**config.mk**
```make
export PLATFORM = sky130hd
export DESIGN_NAME = siso_frame_ctrl
export DESIGN_NICKNAME = d
export VERILOG_FILES = /design/src/rtl/siso_ctrl_pkg.sv /design/src/rtl/siso_frame_ctrl.sv
export SDC_FILE = /design/constraint.sdc
export NUM_CORES = 1
export LEC_CHECK = 0
export CAP_MARGIN = 0
export CORE_ASPECT_RATIO = 0.9
export CORE_MARGIN = 1.5
export CORE_UTILIZATION = 55
export CTS_BUF_LIST = sky130_fd_sc_hd__clkbuf_4 sky130_fd_sc_hd__clkbuf_8 sky130_fd_sc_hd__clkbuf_16
export DETAILED_ROUTE_END_ITERATION = 8
export PLACE_DENSITY = 0.93
export SETUP_SLACK_MARGIN = 0.2
export SLEW_MARGIN = 20
export SYNTH_ARGS = -nofsm -noshare
export SYNTH_HDL_FRONTEND = slang
export SYNTH_SLANG_ARGS = --single-unit
```
**constraint.sdc**
```tcl
create_clock -name clk -period 4.4 [get_ports clk]
set_input_delay 0.88 -clock clk [delete_from_list [all_inputs] [get_ports clk]]
set_output_delay 0.88 -clock clk [all_outputs]
set_load 0.02 [all_outputs]
```
**src/rtl/siso_ctrl_pkg.sv**
```systemverilog
// -----------------------------------------------------------------------------
// siso_ctrl_pkg
// Shared definitions for the SISO frame controller: the controller state
// encoding and the helper that sizes the bit counter.
// -----------------------------------------------------------------------------
package siso_ctrl_pkg;

    typedef enum logic [1:0] {
        IDLE  = 2'd0,
        SHIFT = 2'd1,
        DRAIN = 2'd2,
        DONE  = 2'd3
    } state_t;

    // The counter must reach WIDTH+DEPTH without wrapping.
    function automatic int cnt_width(input int width, input int depth);
        return $clog2(width + depth + 1);
    endfunction

endpackage

```
**src/rtl/siso_frame_ctrl.sv**
```systemverilog
// -----------------------------------------------------------------------------
// siso_frame_ctrl
// Accepts a WIDTH-bit word, drives it bit-serially into an external DEPTH-stage
// SISO chain, flushes the chain with zeros and reassembles the bits appearing
// at the chain output into out_data.
//
// Ports:
//   clk, rst              clock, synchronous active-high reset
//   in_valid/in_ready     producer handshake, in_data word to serialize
//   Si, shift_en          drive the SISO chain input and advance strobe
//   S0                    serial output of the SISO chain
//   out_valid/out_ready   consumer handshake, out_data reassembled word
//   busy                  high whenever the controller is not IDLE
// -----------------------------------------------------------------------------
module siso_frame_ctrl
    import siso_ctrl_pkg::*;
#(
    parameter int WIDTH     = 8,
    parameter int DEPTH     = 4,
    parameter bit MSB_FIRST = 1'b1
) (
    input  logic             clk,
    input  logic             rst,
    input  logic             in_valid,
    input  logic [WIDTH-1:0] in_data,
    output logic             in_ready,
    output logic             Si,
    output logic             shift_en,
    input  logic             S0,
    output logic             out_valid,
    output logic [WIDTH-1:0] out_data,
    input  logic             out_ready,
    output logic             busy
);

    localparam int CW = cnt_width(WIDTH, DEPTH);

    localparam logic [CW-1:0] LAST_TX  = CW'(WIDTH - 1);
    localparam logic [CW-1:0] LAST_ALL = CW'(WIDTH + DEPTH - 1);
    localparam logic [CW-1:0] FIRST_RX = CW'(DEPTH);

    state_t           state;
    state_t           state_next;
    logic [CW-1:0]    cnt;
    logic [WIDTH-1:0] tx_reg;
    logic [WIDTH-1:0] rx_reg;
    logic [WIDTH-1:0] rx_next;
    logic             accept;
    logic             capture;
    int               tx_pos;
    int               rx_pos;

    // State register.
    // NOTE: sequential state uses non-blocking assignments so every register
    // samples pre-edge values regardless of process ordering.
    always_ff @(posedge clk) begin
        if (rst) begin
            state <= IDLE;
        end else begin
            state <= state_next;
        end
    end

    // Next-state and decoded handshake/strobe outputs.
    // NOTE: every output is given a default first so no path leaves a signal
    // unassigned, which would infer a latch.
    always_comb begin
        state_next = state;
        in_ready   = 1'b0;
        shift_en   = 1'b0;
        busy       = 1'b1;
        accept     = 1'b0;
        case (state)
            IDLE: begin
                in_ready = 1'b1;
                busy     = 1'b0;
                if (in_valid) begin
                    accept     = 1'b1;
                    state_next = SHIFT;
                end
            end
            SHIFT: begin
                shift_en = 1'b1;
                if (cnt == LAST_TX) state_next = DRAIN;
            end
            DRAIN: begin
                shift_en = 1'b1;
                if (cnt == LAST_ALL) state_next = DONE;
            end
            DONE: begin
                if (out_ready) state_next = IDLE;
            end
            default: state_next = IDLE;
        endcase
    end

    // Bit steering. Cycle c transmits bit position tx_pos(c); the bit seen at
    // S0 in cycle c was transmitted DEPTH cycles earlier, so it lands at the
    // position that cycle c-DEPTH sent from.
    always_comb begin
        tx_pos  = MSB_FIRST ? (WIDTH - 1 - int'(cnt)) : int'(cnt);
        rx_pos  = MSB_FIRST ? (WIDTH - 1 - (int'(cnt) - DEPTH)) : (int'(cnt) - DEPTH);
        capture = shift_en && (cnt >= FIRST_RX);
        Si      = 1'b0;
        rx_next = rx_reg;
        for (int i = 0; i < WIDTH; i++) begin
            if ((state == SHIFT) && (tx_pos == i)) Si = tx_reg[i];
            if (capture && (rx_pos == i)) rx_next[i] = S0;
        end
    end

    // Datapath: word latch, bit counter, receive assembly, output register.
    always_ff @(posedge clk) begin
        if (rst) begin
            cnt       <= '0;
            tx_reg    <= '0;
            rx_reg    <= '0;
            out_valid <= 1'b0;
            out_data  <= '0;
        end else begin
            if (accept) begin
                tx_reg <= in_data;
                cnt    <= '0;
                rx_reg <= '0;
            end else if (shift_en) begin
                cnt    <= cnt + CW'(1);
                rx_reg <= rx_next;
            end

            // The final capture happens on the same edge that enters DONE, so
            // the published word takes the freshly assembled value.
            if (shift_en && (cnt == LAST_ALL)) begin
                out_valid <= 1'b1;
                out_data  <= rx_next;
            end else if ((state == DONE) && out_ready) begin
                out_valid <= 1'b0;
            end
        end
    end

endmodule

```
==> results.md <==
* Worst setup endpoint: Si
* Internal Power at 568 uW
* Chip Width at 57.4 um
* FFs w/ async S/R, synth at 0%
* Final setup fails at 0
* Status: complete, no violations
* Core ar. at 2490 um2
* TritonRoute pass-1 iters at 4
* Die area at 2980 um2
* Combinational group share of total power at 39.5%
* Syn nets at 186
* Leakage at 0.000650 uW
* Fin worst setup slack at 1.11 ns
* Multi-input gate area at 778 um2
* Register area at 601 um2
* Worst-margin pin slew at 0.796 ns
* Routed WL at 3120 um
* H-tree depth at 2
* Initial antenna violation count at 0
* Global-route wire length before repair at 5420 um
* Worst reg2reg setup slack at 2.26 ns
* CP Class: reg2out
* Die Y at 52.0 um
* Vias in the first global route at 1206
* Yosys warns at 0
* Largest area contributor in the netlist: dfxtp_1
* Unique masters post-synth at 29
* Capturing point of the worst reg2reg path: out_data[7]
* Post-CTS setup repair buffer count at 0
* Antenna violation net count after detailed routing at 0
* Vias at 1229
* Fmax at 304 MHz
* Most used DFF post-synth: dfxtp_1
* Clk Latency, worst-skew pair at 0.33 ns
* CP arrival at 2.41 ns
* Maxcap violations at 0
* Pwr/cell area at 509 nW/um2
* Post-synthesis sequential area ratio at 41.0%
* DPL Wire Length at 2290 um
* Crit. End Element: output port
* CTS Sinks at 30
* Hold/Removal Path Class: reg2reg
* Period utilization at 74.7%
* Synth cell count leaders: 30 x dfxtp_1, 24 x nand2_1, 19 x nor2_1
* Pre-CTS setup slack at 1.51 ns
* Max Slew Vio Count at 0
* Post-synth EDFFs at 0
* Initial DRC Count at 45
* Required time worst endpoint at 3.52 ns
* Setup TNS at 0 ns
* GRT Util Overall at 24.2%
* Post-CTS Hold Fix Bufs at 0
* Most common cell in the synthesized netlist: dfxtp_1
* # IOs at 26
* N_diodes at 0
* Switching Share at 36.7%
* Startpoint Class: register
* Seq pwr share at 36.3%
* Yosys top cell area share at 41.0%
* Slew HR at 46.7%
* Clock Skew at 0.00737 ns
* Final #Nets at 206
* Maximum vdd drop at 448 uV
* R2R Path Start: state[0]
* RD Place Congestion at 0.827
* Final hold vios at 0
* Clock share of power at 24.2%
* P_sw at 330 uW
* Starting Density at 58.9%
* # resized after CTS at 0
* Inserted Clock Buffers at 5
* Largest net degree at the start of global routing at 21
* RSZ-0062 raised after global routing: false
* Gr ovfl total at 0
* Post-Syn Area per Cell at 8.88 um2
* Site Rows at 17
* P&R area growth vs syn at 20.4%
* DRC Markers at 0
* Tmin final at 3.29 ns
* Number of port buffers at 25
* Clock tree buffer depth at 2
* CTS tree: yes
* Worst Setup SP: cnt[0]
* Mapped Cells at 165
* Via-to-Cell Ratio at 5.74
* Fillers at 182
* Clk pin slew, worst setup/hold paths at 0.10 ns
* Clock root buffer: clkbuf_4
* Cells on worst reg2reg path at 6
* Synth Cell Area at 1470 um2
* Wirelength per Cell at 14.6 um
* Share of cells above drive strength 1 at 10.2%
* Largest cells by area after synthesis: dfxtp_1 41%, ha_1 6.8%, mux2i_1 6.8%
* Critical-path maximum fanout at 8
* #FFs+latches synth at 30
==> metrics by stage <==
stage	cells	utilization, %	hold WS [ns]	power [uW]	cell area, um2
after floorplan	165	-	0.433	591	1470
after global placement	206	67.8	0.442	660	1690
after detailed placement	206	67.8	0.446	683	1690
after CTS	214	70.9	0.459	899	1760
after global routing	214	70.9	0.479	955	1760
final	214	70.9	0.459	898	1760
==> worst min-delay path by stage <==
stage          slack (ns)      start  cells past startpoint        end
2_1_floorplan        0.43  rx_reg[1]                      2  rx_reg[1]
3_3_place_gp         0.44  rx_reg[2]                      2  rx_reg[2]
3_5_place_dp         0.45  rx_reg[1]                      2  rx_reg[1]
4_1_cts              0.46  rx_reg[1]                      2  rx_reg[1]
5_1_grt              0.48  rx_reg[1]                      2  rx_reg[1]
6_report             0.46  rx_reg[1]                      2  rx_reg[1]
==> power by group through the flow <==
| stage | Clock (uW) | Sequential (uW) | Combinational (uW) |
|---|---|---|---|
| 2_1_floorplan | 0 | 324 | 267 |
| 3_3_place_gp | 0 | 327 | 333 |
| 3_5_place_dp | 0 | 331 | 352 |
| 4_1_cts | 222 | 325 | 353 |
| 5_1_grt | 235 | 331 | 389 |
| 6_report | 218 | 326 | 354 |
==> layer usage <==
metal	part of all wire, %	GRT usage, %	vias to the layer above
met5	0	0	-
met4	2.3	10.9	0
met3	5.7	10.2	10
met2	50	38.8	32
met1	42	28.0	583
li1	-	-	604
==> worst max-delay path, cell delays in order (launching register included) <==
cell and delay (ns):
dfxtp_1 0.45, inv_1 0.10, ha_1 0.30, a2111oi_0 0.53, o22ai_1 0.13, clkdlybuf4s50_1 0.57
==> layout by cell type (no fill, tap or decap), types with 2 or more instances in the layout <==
| cell type | netlist | layout |
|---|---|---|
| clkbuf_4 | 0 | 5 |
| inv_1 | 6 | 6 |
| nand2b_1 | 4 | 4 |
| mux2i_1 | 10 | 10 |
| and3b_2 | 3 | 3 |
| o221ai_1 | 2 | 2 |
| a211oi_1 | 3 | 3 |
| ha_1 | 8 | 8 |
| nor2_1 | 19 | 19 |
| a2111oi_0 | 2 | 2 |
| a21oi_1 | 14 | 14 |
| clkinv_2 | 0 | 2 |
| nand2_1 | 24 | 24 |
| xor2_1 | 2 | 2 |
| dfxtp_1 | 30 | 30 |
| nand3_1 | 13 | 13 |
| a211oi_2 | 3 | 3 |
| clkdlybuf4s50_1 | 0 | 25 |
==> layout make-up <==
class | instances | area share (%)
clock buffer | 5 | 2.13
clock inverter | 3 | 2.27
inverter | 6 | 1.28
multi-input combinational | 117 | 44.1
sequential | 30 | 34.0
tap | 28 | 1.99
timing repair buffer | 25 | 14.2
==> kinds of logic after synthesis <==
logic type      count (synthesis)  share of synthesized area, %
xor+xnor                        3                          1.79
fa+ha+maj                       8                          6.83
mux                            10                          6.83
simple gates                   70                          24.2
buf+inv                        18                          5.89
compound gates                 26                          13.5
flops                          30                          41.0
Note: power is estimated with default switching activity, not from simulation.
